[config.mk]
export PLATFORM = sky130hd
export DESIGN_NAME = bbc_micro_1mhz_bus
export DESIGN_NICKNAME = d
export VERILOG_FILES = /design/src/rtl/bbc_micro_1mhz_bus_pkg.sv /design/src/rtl/bbc_micro_1mhz_decode.sv /design/src/rtl/bbc_micro_1mhz_bus.sv
export SDC_FILE = /design/constraint.sdc
export NUM_CORES = 1
export LEC_CHECK = 0
export CAP_MARGIN = 20
export CORE_ASPECT_RATIO = 2
export CORE_MARGIN = 2
export CORE_UTILIZATION = 37
export DETAILED_ROUTE_END_ITERATION = 10
export PLACE_DENSITY = 0.78
export SETUP_SLACK_MARGIN = 0.5
export SLEW_MARGIN = 15
export SYNTH_ARGS = -nofsm -noshare
export SYNTH_HDL_FRONTEND = slang
export SYNTH_SLANG_ARGS = --single-unit
[constraint.sdc]
create_clock -name clk -period 1.4 [get_ports clk]
set_input_delay 0.35 -clock clk [delete_from_list [all_inputs] [get_ports clk]]
set_output_delay 0.35 -clock clk [all_outputs]
set_load 0.02 [all_outputs]
[src/rtl/bbc_micro_1mhz_bus_pkg.sv]
// rtl/bbc_micro_1mhz_bus_pkg.sv - shared types and address map for the 1MHz bus bridge
//
// Purpose: state encoding, select bit positions and the address-range
// base/mask pairs used by the decoder, plus a small match helper.
// Ports: none (package).

package bbc_micro_1mhz_bus_types;

    typedef enum logic [1:0] {
        IDLE      = 2'd0,
        WAIT_RISE = 2'd1,
        ACTIVE    = 2'd2,
        DONE      = 2'd3
    } state_t;

    localparam int NUM_SEL = 8;

    localparam int SEL_CRTC   = 0;
    localparam int SEL_ACIA   = 1;
    localparam int SEL_SERIAL = 2;
    localparam int SEL_SYSVIA = 3;
    localparam int SEL_USRVIA = 4;
    localparam int SEL_ADC    = 5;
    localparam int SEL_FRED   = 6;
    localparam int SEL_JIM    = 7;

    // A region hits when (address & mask) == base.
    localparam logic [15:0] CRTC_BASE   = 16'hFE00;
    localparam logic [15:0] CRTC_MASK   = 16'hFFF8;
    localparam logic [15:0] ACIA_BASE   = 16'hFE08;
    localparam logic [15:0] ACIA_MASK   = 16'hFFF8;
    localparam logic [15:0] SERIAL_BASE = 16'hFE10;
    localparam logic [15:0] SERIAL_MASK = 16'hFFF0;
    localparam logic [15:0] SYSVIA_BASE = 16'hFE40;
    localparam logic [15:0] SYSVIA_MASK = 16'hFFE0;
    localparam logic [15:0] USRVIA_BASE = 16'hFE60;
    localparam logic [15:0] USRVIA_MASK = 16'hFFE0;
    localparam logic [15:0] ADC_BASE    = 16'hFEC0;
    localparam logic [15:0] ADC_MASK    = 16'hFFE0;
    localparam logic [15:0] FRED_BASE   = 16'hFC00;
    localparam logic [15:0] FRED_MASK   = 16'hFF00;
    localparam logic [15:0] JIM_BASE    = 16'hFD00;
    localparam logic [15:0] JIM_MASK    = 16'hFF00;

    function automatic logic addr_match(
        input logic [15:0] addr,
        input logic [15:0] base,
        input logic [15:0] mask
    );
        return (addr & mask) == base;
    endfunction

endpackage

[src/rtl/bbc_micro_1mhz_decode.sv]
// rtl/bbc_micro_1mhz_decode.sv - combinational CPU address to one-hot 1MHz device select
//
// Purpose: maps a 16-bit CPU address onto the eight 1MHz bus selects.
// FRED/JIM pages decode only when ENABLE_FRED_JIM is non-zero.
// Ports:
//   i_address  CPU address
//   o_select   one-hot device select, all zero when no device matches

module bbc_micro_1mhz_decode
    import bbc_micro_1mhz_bus_types::*;
#(
    parameter int ENABLE_FRED_JIM = 1
) (
    input  logic [15:0]        i_address,
    output logic [NUM_SEL-1:0] o_select
);

    always_comb begin
        o_select = '0;
        o_select[SEL_CRTC]   = addr_match(i_address, CRTC_BASE,   CRTC_MASK);
        o_select[SEL_ACIA]   = addr_match(i_address, ACIA_BASE,   ACIA_MASK);
        o_select[SEL_SERIAL] = addr_match(i_address, SERIAL_BASE, SERIAL_MASK);
        o_select[SEL_SYSVIA] = addr_match(i_address, SYSVIA_BASE, SYSVIA_MASK);
        o_select[SEL_USRVIA] = addr_match(i_address, USRVIA_BASE, USRVIA_MASK);
        o_select[SEL_ADC]    = addr_match(i_address, ADC_BASE,    ADC_MASK);
        if (ENABLE_FRED_JIM != 0) begin
            o_select[SEL_FRED] = addr_match(i_address, FRED_BASE, FRED_MASK);
            o_select[SEL_JIM]  = addr_match(i_address, JIM_BASE,  JIM_MASK);
        end
    end

endmodule

[src/rtl/bbc_micro_1mhz_bus.sv]
// rtl/bbc_micro_1mhz_bus.sv - bridge from CPU cycles to the 1MHz-aligned peripheral bus
//
// Purpose: detects CPU accesses to 1MHz peripherals in phi1, asks the
// clocking block to stretch the CPU cycle, then runs one full 1MHz high
// period on the device bus (select from 1MHz rise to 1MHz fall), strobing
// writes and capturing read data at the 1MHz fall.
// Ports:
//   clk, reset_n                         clock, async active-low reset
//   clock_control__enable_cpu            end-of-CPU-cycle enable
//   clock_control__enable_1MHz_rising    1MHz rises on the next clk
//   clock_control__enable_1MHz_falling   1MHz falls on the next clk
//   clock_control__phi                   one-hot phase, bit0 phi1, bit1 phi2
//   cpu_valid/cpu_address/cpu_read_not_write/cpu_write_data  CPU side
//   bus_read_data                        muxed device read data
//   clock_status__cpu_1MHz_access        stretch request (combinational)
//   cpu_read_data, cpu_read_data_valid   captured read data
//   bus_select, bus_address, bus_read_not_write, bus_write_data,
//   bus_write_strobe                     device bus

module bbc_micro_1mhz_bus
    import bbc_micro_1mhz_bus_types::*;
#(
    parameter int ENABLE_FRED_JIM = 1,
    parameter int NUM_SELECTS     = 8
) (
    input  logic                   clk,
    input  logic                   reset_n,
    input  logic                   clock_control__enable_cpu,
    input  logic                   clock_control__enable_1MHz_rising,
    input  logic                   clock_control__enable_1MHz_falling,
    input  logic [1:0]             clock_control__phi,
    input  logic                   cpu_valid,
    input  logic [15:0]            cpu_address,
    input  logic                   cpu_read_not_write,
    input  logic [7:0]             cpu_write_data,
    input  logic [7:0]             bus_read_data,
    output logic                   clock_status__cpu_1MHz_access,
    output logic [7:0]             cpu_read_data,
    output logic                   cpu_read_data_valid,
    output logic [NUM_SELECTS-1:0] bus_select,
    output logic [7:0]             bus_address,
    output logic                   bus_read_not_write,
    output logic [7:0]             bus_write_data,
    output logic                   bus_write_strobe
);

    state_t             r_state;
    state_t             w_state_next;
    logic [NUM_SEL-1:0] r_sel;
    logic [7:0]         r_addr;
    logic               r_rnw;
    logic [7:0]         r_wdata;
    logic [7:0]         r_rdata;
    logic               r_rdata_valid;

    logic [NUM_SEL-1:0] w_decode;
    logic               w_hit;
    logic               w_access;
    logic [NUM_SEL-1:0] w_select;
    logic               w_strobe;

    bbc_micro_1mhz_decode #(
        .ENABLE_FRED_JIM (ENABLE_FRED_JIM)
    ) u_decode (
        .i_address (cpu_address),
        .o_select  (w_decode)
    );

    // reset_n is folded in so the stretch request also drops while in reset.
    assign w_hit = reset_n & cpu_valid & clock_control__phi[0] & (|w_decode);

    always_ff @(posedge clk or negedge reset_n) begin
        if (!reset_n) begin
            r_state <= IDLE;
        end else begin
            r_state <= w_state_next;
        end
    end

    always_comb begin
        w_state_next = r_state;
        case (r_state)
            IDLE: begin
                if (w_hit) begin
                    w_state_next = clock_control__enable_1MHz_rising ? ACTIVE : WAIT_RISE;
                end
            end
            WAIT_RISE: begin
                // A fall seen here is ignored: the device needs a whole high period.
                if (clock_control__enable_1MHz_rising) begin
                    w_state_next = ACTIVE;
                end
            end
            ACTIVE: begin
                if (clock_control__enable_1MHz_falling) begin
                    w_state_next = clock_control__enable_cpu ? IDLE : DONE;
                end
            end
            DONE: begin
                if (clock_control__enable_cpu) begin
                    w_state_next = IDLE;
                end
            end
            default: w_state_next = IDLE;
        endcase
    end

    always_comb begin
        w_access = 1'b0;
        w_select = '0;
        w_strobe = 1'b0;
        case (r_state)
            IDLE:      w_access = w_hit;
            WAIT_RISE: w_access = 1'b1;
            ACTIVE: begin
                w_access = 1'b1;
                w_select = r_sel;
                // Strobe lands in the last clk of the select window, while
                // address, select and data are all still stable.
                w_strobe = clock_control__enable_1MHz_falling & ~r_rnw;
            end
            DONE:      w_access = 1'b1;
            default:   w_access = 1'b0;
        endcase
    end

    always_ff @(posedge clk or negedge reset_n) begin
        if (!reset_n) begin
            r_sel         <= '0;
            r_addr        <= '0;
            r_rnw         <= 1'b0;
            r_wdata       <= '0;
            r_rdata       <= '0;
            r_rdata_valid <= 1'b0;
        end else begin
            case (r_state)
                IDLE: begin
                    if (w_hit) begin
                        r_sel         <= w_decode;
                        r_addr        <= cpu_address[7:0];
                        r_rnw         <= cpu_read_not_write;
                        r_rdata_valid <= 1'b0;
                    end
                end
                ACTIVE: begin
                    if (clock_control__phi[1]) begin
                        r_wdata <= cpu_write_data;
                    end
                    if (clock_control__enable_1MHz_falling && r_rnw) begin
                        r_rdata       <= bus_read_data;
                        r_rdata_valid <= 1'b1;
                    end
                end
                DONE: begin
                    if (clock_control__enable_cpu) begin
                        r_rdata_valid <= 1'b0;
                    end
                end
                default: ;
            endcase
        end
    end

    assign clock_status__cpu_1MHz_access = w_access;
    assign bus_select                    = w_select;
    assign bus_write_strobe              = w_strobe;
    assign bus_address                   = r_addr;
    assign bus_read_not_write            = r_rnw;
    assign bus_write_data                = r_wdata;
    assign cpu_read_data                 = r_rdata;
    assign cpu_read_data_valid           = r_rdata_valid;

    // The clocking block must hold the CPU until the 1MHz transfer completes;
    // only the final falling clk of ACTIVE may coincide with enable_cpu.
    a_no_cpu_enable_mid_access: assert property (
        @(posedge clk) disable iff (!reset_n)
        clock_control__enable_cpu |->
            !((r_state == WAIT_RISE) ||
              (r_state == ACTIVE && !clock_control__enable_1MHz_falling))
    );

endmodule
# Yosys cells after proc, flatten, opt, wreduce, memory -nomap -nowiden
# Cells that the tools add are included.
# totals
ff_bits	36
input_bits	41
wordCells	52
# op_classes
eq_ne	16
muxes	14
n_bitwise	5
reduce_logical	10
# ops
op	n
$eq A11 B11 Y1 const B	3
$eq A13 B13 Y1 const B	2
$eq A8 B8 Y1 const B	2
$eq A12 B12 Y1 const B	1
$mux W2	6
$ne A2 B2 Y1 const B	5
$mux W8	1
$pmux W2 S4	1
$reduce_and A4 Y1	2
$reduce_or A8 Y1	1
$reduce_and A2 Y1	3
$and A1 B1 Y1	4
$eq A2 B2 Y1 const B	2
$mux W1	4
$pmux W1 S3	1
$reduce_bool A3 Y1	1
$reduce_or A3 Y1	1
$eq A2 B1 Y1 const B	1
$logic_not A2 Y1	1
$pmux W1 S2	1
$logic_and A1 B1 Y1	1
$not A1 Y1	1

# Logic depth before layout (Yosys ltp)
# Gate-level depths: netlist of run 1.
# logic_depth
ltp_word	5
mapped_depth	6

# By module
# A second synthesis of run 1 with hierarchy kept.
# unflattened
hier_cells	120
area_unflattened_um2	1659.1
# modules_own_cells
mod	instances	cells_per_inst	area_each_um2
bbc_micro_1mhz_bus	1	101	1526.5
bbc_micro_1mhz_decode	1	19	132.6

# Worst setup path after synthesis of run 1
# Ideal clock, no wire load.
# synth_path
path_kind	input port to flip-flop
start	input port cpu_address[13]
end	register r_addr[0], in the netlist bus_address[0]
setup_ns	0.125
t_arrival_ns	1.783
t_required_ns	1.275
setup_slack_ns	-0.508
stages	6
n_path_buf	1
cell_sequence	nand4_2 -> or4_4 -> nor2_2 -> a41oi_4 -> buf_6 -> mux2_4
# synth_between
elab_chain_cells	4
# synth_lines
element	line	source
start, declared	bbc_micro_1mhz_bus.sv:33	input logic [15:0] cpu_address,
$eq A13 B13 Y1 (tied with other cells)	bbc_micro_1mhz_bus_pkg.sv:50	return (addr & mask) == base;
$reduce_or A8 Y1 *	bbc_micro_1mhz_bus.sv:70	assign w_hit = reset_n & cpu_valid & clock_control__phi[0] & (|w_decode);
$and A1 B1 Y1 *	bbc_micro_1mhz_bus.sv:70	
$reduce_and A2 Y1 (no line) *	n/a	
end signal, assigned	bbc_micro_1mhz_bus.sv:140	r_addr <= cpu_address[7:0];
end, declared	bbc_micro_1mhz_bus.sv:50	logic [7:0] r_addr;
# Mark *: on every way between the ends. The rest lies on a longest branch, timed or not.
# A chain may end at the register's enable or synchronous reset.

# Final worst setup path of run 1
# layout_path
start	register r_state[1]
end	output port clock_status__cpu_1MHz_access
# layout_between
elab_chain_cells	3
# layout_lines
element	line	source
start, declared	bbc_micro_1mhz_bus.sv:47	state_t r_state;
start signal, assigned	bbc_micro_1mhz_bus.sv:76	r_state <= w_state_next;
$eq A2 B2 Y1 or $eq A2 B1 Y1 (tied branches)	bbc_micro_1mhz_bus.sv:112	case (r_state)
$reduce_or A3 Y1 (no line)	n/a	
$pmux W1 S2 *	bbc_micro_1mhz_bus.sv:112	
end, declared	bbc_micro_1mhz_bus.sv:37	output logic clock_status__cpu_1MHz_access,
# Marks and branches as above.

==> results.ini, run 1 <==
[routing]
drc = 0
drt_iter0_markers = 25
vias_per_cell = 5.04
drt_pass1_iterations = 4
drt_wl_total_microns = 5980
detail-route-antenna-nets = 0
wl_met2_microns = 3680
met3_wirelength_microns = 196
avgRoutedWirePerCell_microns = 19.2
top_layer_used = met4
vias = 1574
wl_met1_microns = 1980

[worst_setup_path]
setup.worst_path.start_class = register
worst-path-buf-inv = 3
worstPathRequired_ps = 1050
path_class = register to primary output
max_stage_delay_ps = 390
cp.depth = 4
reg2reg_from = r_state[0]$_DFFE_PN0P_
reg2reg_depth = 7
path_cells = buf_6, a311oi_4, inv_2, buf_6
crit_path_max_fanout = 6
slowest_stage = dfrtp_1
critical_path.endpoint = clock_status__cpu_1MHz_access
crit_start = r_state[1]$_DFFE_PN0P_
critPathTopFamily = flip-flops
cp-end-kind = primary output
crit_top_cell = buf_6
timing.rr.end = bus_address[7]$_DFFE_PN0P_
rrSetupSlack_ps = -270
worstPathArrival_ps = 1350

[global_route]
grt_max_degree = 37
antenna_found_initial = 0
grt_pass1_wl_microns = 8880
track_usage_pct = 24.0
grt_pass1_vias = 1755
grt_overflow = 0

[clocking]
ctsHtreeMaxLevel = 2
postCtsHoldBufs = 0
clk_pin_slew_ps = 80
clock_latency_ps = 300
numCtsBuffers = 5
cts_buffer_depth = 2
cts.sink_count = 36
cts_tree = done
cts_root_buf = clkbuf_8

[synthesis]
synth_flop_cell = dfrtp_1
synth_edf_count = 0
synthCells = 128
ys_seq_area_share_pct = 53.4
ys_ff_latch = 36
synth_nets = 169
yosys_warnings = 0
async_flop_share_pct = 100
syn_area_per_cell_sq_um = 13.2
synth_cell_type_count = 32
syn-cell-area_sq_um = 1690

[sta]
worstMarginPinSlew_ps = 472
hold_ws_ps = 115
relSlewSlack_pct = 68.5
maxSlewViolCount = 0
setup_viol = 43
skew_ps = 7.02
clock.fmax_mhz = 587
fin_crit_sh_pct = 122
tns_ps = -7240
min_period_ps = 1700
final-hold-violation-count = 0
worst_slack_ps = -304
grt_setup_unrepaired = true

[floorplan]
core-area_sq_um = 4380
row_count = 34
start_util_pct = 38.5
dieArea_sq_um = 5150
ios = 77
die_h_microns = 99.5
die_w_microns = 51.7

[finish]
diodes = 0
mostFrequentLayoutCells = 54 x buf_6, 35 x dfrtp_1, 34 x buf_4
nets = 298
final_layout_size_suffix_gt1_share_pct = 67.4
area_growth_pct = 97.4
final_util_pct = 76.0
final_common_cell = buf_6
fillers = 273

[placement]
gp_congestion = 0.839
portBuffers = 76
hpwl_microns = 3770

[hold_path]
min_path_type = primary input to async pin

[run_status]
violations = setup timing
outcome = finished with violations

[power]
power_density_nw_per_um2 = 1050
power.total_mw = 3.48
leakage_nw = 1.68
ir_worst_vdd_v = 0.00121

[run]
maxCapViolations = 0

## what timing repair did
action,4_1_cts,5_1_grt
setup endpoints to repair,72,72
cloned,1,0
pin swaps,7,7
setup buffers,17,8
gates resized for setup,293,18
## registers in the layout (all words and copies together), names as in the netlist
name	flops
r_sel	8
bus_address	8
bus_read_not_write	1
r_state	2
bus_write_data	8
cpu_read_data_valid	1
cpu_read_data	8
## report_power, final
| part | switching [mW] | internal (mW) | total (mW) |
|---|---|---|---|
| clock network | 0.409 | 0.527 | 0.936 |
| logic | 0.506 | 0.765 | 1.27 |
| registers | 0.104 | 1.17 | 1.27 |
## layer usage
layer / vias up / global-route usage, %
met5: - / 0
met1: 795 / 23.4
met3: 14 / 5.26
li1: 719 / -
met2: 46 / 46.2
met4: 0 / 9.51
## cells by family after synthesis
kind of cell               count (synthesis)  synth area share (%)
adders and majority gates                  1                 0.593
buffers and inverters                      6                  1.78
AOI/OAI and AO/OA                         11                  5.56
and+or+nand+nor                           41                  14.6
DFF                                       36                  53.4
muxes                                     33                  24.0
## synthesized netlist by cell type (2+ instances only)
| cell type | instances | share of area [%] |
|---|---|---|
| mux2_4 | 9 | 8.0 |
| nand2_1 | 7 | 1.6 |
| o21ai_0 | 3 | 0.89 |
| nand3_1 | 2 | 0.59 |
| nor4_1 | 3 | 1.1 |
| nand2b_1 | 3 | 1.1 |
| nor2_1 | 7 | 1.6 |
| dfrtp_1 | 36 | 53 |
| mux2_2 | 24 | 16 |
| inv_1 | 4 | 0.89 |
| and2_1 | 9 | 3.3 |
## through the flow
step,setup WS [ps],cell area [sq um],std cells
2_1_floorplan,-448,1840,128
3_3_place_gp,-1150,2810,278
3_5_place_dp,-1150,2810,278
4_1_cts,-268,3210,304
5_1_grt,-356,3330,312
6_report,-304,3330,312
## layout make-up
class	count	area, sq um	share of cell area, %
repair buffers	124	1220	36.6
multi-input cells	86	1010	30.3
flip-flops and latches	36	902	27.1
clock buffers	5	68.8	2.07
well taps	54	67.6	2.03
clock inverters	3	42.5	1.28
inverters	4	22.5	0.676
## worst min-delay path by stage
stage | from | to | slack (ps) | cells after the start
2_1_floorplan | reset_n | bus_address[0]$_DFFE_PN0P_ | 50 | 0
3_3_place_gp | reset_n | bus_address[7]$_DFFE_PN0P_ | 450 | 2
3_5_place_dp | reset_n | bus_address[4]$_DFFE_PN0P_ | 450 | 2
4_1_cts | reset_n | r_sel[0]$_DFFE_PN0P_ | 140 | 2
5_1_grt | reset_n | r_sel[0]$_DFFE_PN0P_ | 150 | 2
6_report | reset_n | r_sel[0]$_DFFE_PN0P_ | 110 | 2
(Power assumes the default switching activity.)
==> inputs of run 2 (changes only) <==
CAP_MARGIN = 25   (was 20)
CORE_UTILIZATION = 38   (was 37)
CTS_BUF_LIST = sky130_fd_sc_hd__clkbuf_4   (was default)
PLACE_DENSITY = 0.79   (was 0.78)
==> run 2 against run 1 <==
  * The flow still finishes with violations (setup timing)
  * Cell count is 0.64% lower
  * Core utilization fell by 1.3 points
  * Largest cell class unchanged
  * Worst hold slack got worse by 39 ps
  * Routed wire length down 10%
  * Sequential cell count unchanged
  * Die area shrank 2.5%
  * Clock power down 40%
  * Total power decreased by 12%
  * Non-clock buffer count decreased by 2
  * Sequential power about the same
  * Global-route usage fell by 2.3 points
  * Clock skew increased by 6.1 ps
==> results.ini, run 2 (same netlist as run 1, synthesis figures left out) <==
[run_status]
outcome = finished with violations
violations = setup timing

[worst_setup_path]
worstPathRequired_ps = 1620  ; +570 ps
crit_top_cell = buf_12
crit_path_max_fanout = 6  ; unchanged
setup.worst_path.start_class = primary input
slowest_stage = or4_4
cp-end-kind = register
worst-path-buf-inv = 3  ; unchanged
critPathTopFamily = simple AND/OR/NAND/NOR gates
max_stage_delay_ps = 450  ; +60 ps
path_class = primary input to register
path_cells = dlygate4sd2_1, nand2b_4, or4_4, nor2_4, a41oi_4, buf_12, buf_12, mux2_4
worstPathArrival_ps = 2010  ; +660 ps

[sta]
clock.fmax_mhz = 561  ; -4.4%
worst_slack_ps = -383  ; -79.3 ps
hold_ws_ps = 75.4  ; -39.2 ps
grt_setup_unrepaired = true
skew_ps = 13.1  ; +6.08 ps
final-hold-violation-count = 0  ; unchanged
relSlewSlack_pct = 69.1  ; +0.56 points
min_period_ps = 1780  ; +79.3 ps
maxSlewViolCount = 0  ; unchanged
fin_crit_sh_pct = 127  ; +5.7 points
setup_viol = 44  ; +2.3%
tns_ps = -9730  ; -2490 ps
worstMarginPinSlew_ps = 464  ; -8.36 ps

[placement]
hpwl_microns = 3700  ; -2.0%
placed_area_sq_um = 2850  ; +1.5%
gp_congestion = 0.815  ; -2.9%
portBuffers = 76  ; unchanged
placedCellCount = 282  ; +1.4%
pre_cts_slack_ps = -1150  ; +4.89 ps

[routing]
detail-route-antenna-nets = 0  ; unchanged
drt_wl_total_microns = 5360  ; -10%
vias = 1554  ; -1.3%
vias_per_cell = 5.01  ; -0.63%
avgRoutedWirePerCell_microns = 17.3  ; -9.7%
drt_iter0_markers = 20  ; -20%
drt_pass1_iterations = 4  ; unchanged
drc = 0  ; unchanged

[floorplan]
core-area_sq_um = 4300  ; -1.9%
row_count = 34  ; unchanged
dieArea_sq_um = 5020  ; -2.5%
die_h_microns = 98.2  ; -1.3%
start_util_pct = 39.3  ; +0.76 points
ios = 77  ; unchanged
die_w_microns = 51.1  ; -1.2%

[power]
p_int_mw = 2.14  ; -13%
switching_share_pct = 30.6  ; +1.4 points
ir_worst_vdd_v = 0.00107  ; -11%
power_density_nw_per_um2 = 960  ; -8.2%
power_frac_comb_pct = 40.4  ; +3.9 points
power.total_mw = 3.08  ; -12%
power_frac_seq_pct = 41.5  ; +4.9 points
clockPowerShare_pct = 18.1  ; -8.8 points
power_switching_mw = 0.944  ; -7.4%
leakage_nw = 1.61  ; -4.6%

[clocking]
ctsHtreeMaxLevel = 2  ; unchanged
clock_latency_ps = 340  ; +40 ps
cts_tree = done
cts_root_buf = clkbuf_4
clk_pin_slew_ps = 120  ; +40 ps
postCtsHoldBufs = 0  ; unchanged
cts_buffer_depth = 2  ; unchanged
cts.sink_count = 36  ; unchanged
numCtsBuffers = 5  ; unchanged

[global_route]
antenna_found_initial = 0  ; unchanged
grt_pass1_wl_microns = 8190  ; -7.8%
grt_pass1_vias = 1751  ; -0.23%
grt_max_degree = 37  ; unchanged
grt_overflow = 0  ; unchanged
track_usage_pct = 21.8  ; -2.3 points

[finish]
final_layout_size_suffix_gt1_share_pct = 63.7  ; -3.8 points
final_util_pct = 74.7  ; -1.3 points
area_growth_pct = 90.2
instances_no_fill = 310  ; -0.64%
mostFrequentLayoutCells = 46 x buf_6, 35 x dfrtp_1, 31 x buf_4
diodes = 0  ; unchanged
final_area_sq_um = 3210  ; -3.6%
nets = 296  ; -0.67%
final_common_cell = buf_6

[hold_path]
min_path_type = primary input to async pin

[run]
maxCapViolations = 0  ; unchanged

run 2: metal layers:
layer	share of wire (%)	wire length (microns)	vias to the layer above	GRT usage (%)
li1	-	-	709	-
met1	35	1850	775	22.7
met2	58	3120	61	40.9
met3	5.1	275	9	3.36
met4	2.2	118	0	9.15
met5	0	0	-	0
run 2: layout make-up:
type	instances	area, sq um
clock buffer	6	45.0
clock inverter	2	11.3
fill	257	1090
inverter	4	22.5
multi-input combinational	86	942
sequential	36	902
tap	54	67.6
timing repair buffer	122	1220
run 2: repair_timing:
item / CTS / global route
gates cloned: 1 / 0
hold endpoints to repair: 0 / 0
buffers inserted: 12 / 7
pin swaps: 6 / 3
resized for setup: 269 / 8
setup endpoints to repair: 72 / 72
run 2: path summary, 6_finish.rpt:
kind                                              from                        endpoint  slack (ps)  depth (start not counted)
worst max register to register  r_state[0]$_DFFE_PN0P_      bus_address[2]$_DFFE_PN0P_        -350                          8
worst min register to register    r_sel[6]$_DFFE_PN0P_            r_sel[6]$_DFFE_PN0P_         520                          1
worst max-delay path                    cpu_address[9]      bus_address[2]$_DFFE_PN0P_        -380                          8
max in group asynchronous                      reset_n  bus_read_not_write$_DFFE_PN0P_         990                          2
min in group clk                        cpu_address[5]      bus_address[5]$_DFFE_PN0P_         400                          3
worst min-delay path                           reset_n      bus_address[0]$_DFFE_PN0P_          80                          2
run 2: power by group through the flow:
| stage | Sequential (mW) | Clock [mW] | Combinational [mW] |
|---|---|---|---|
| after floorplan | 1.42 | 0 | 0.292 |
| after global routing | 1.29 | 0.614 | 1.31 |
| after CTS | 1.27 | 0.577 | 1.16 |
| after global placement | 1.26 | 0 | 0.977 |
| after detailed placement | 1.27 | 0 | 1.00 |
| final | 1.28 | 0.557 | 1.24 |
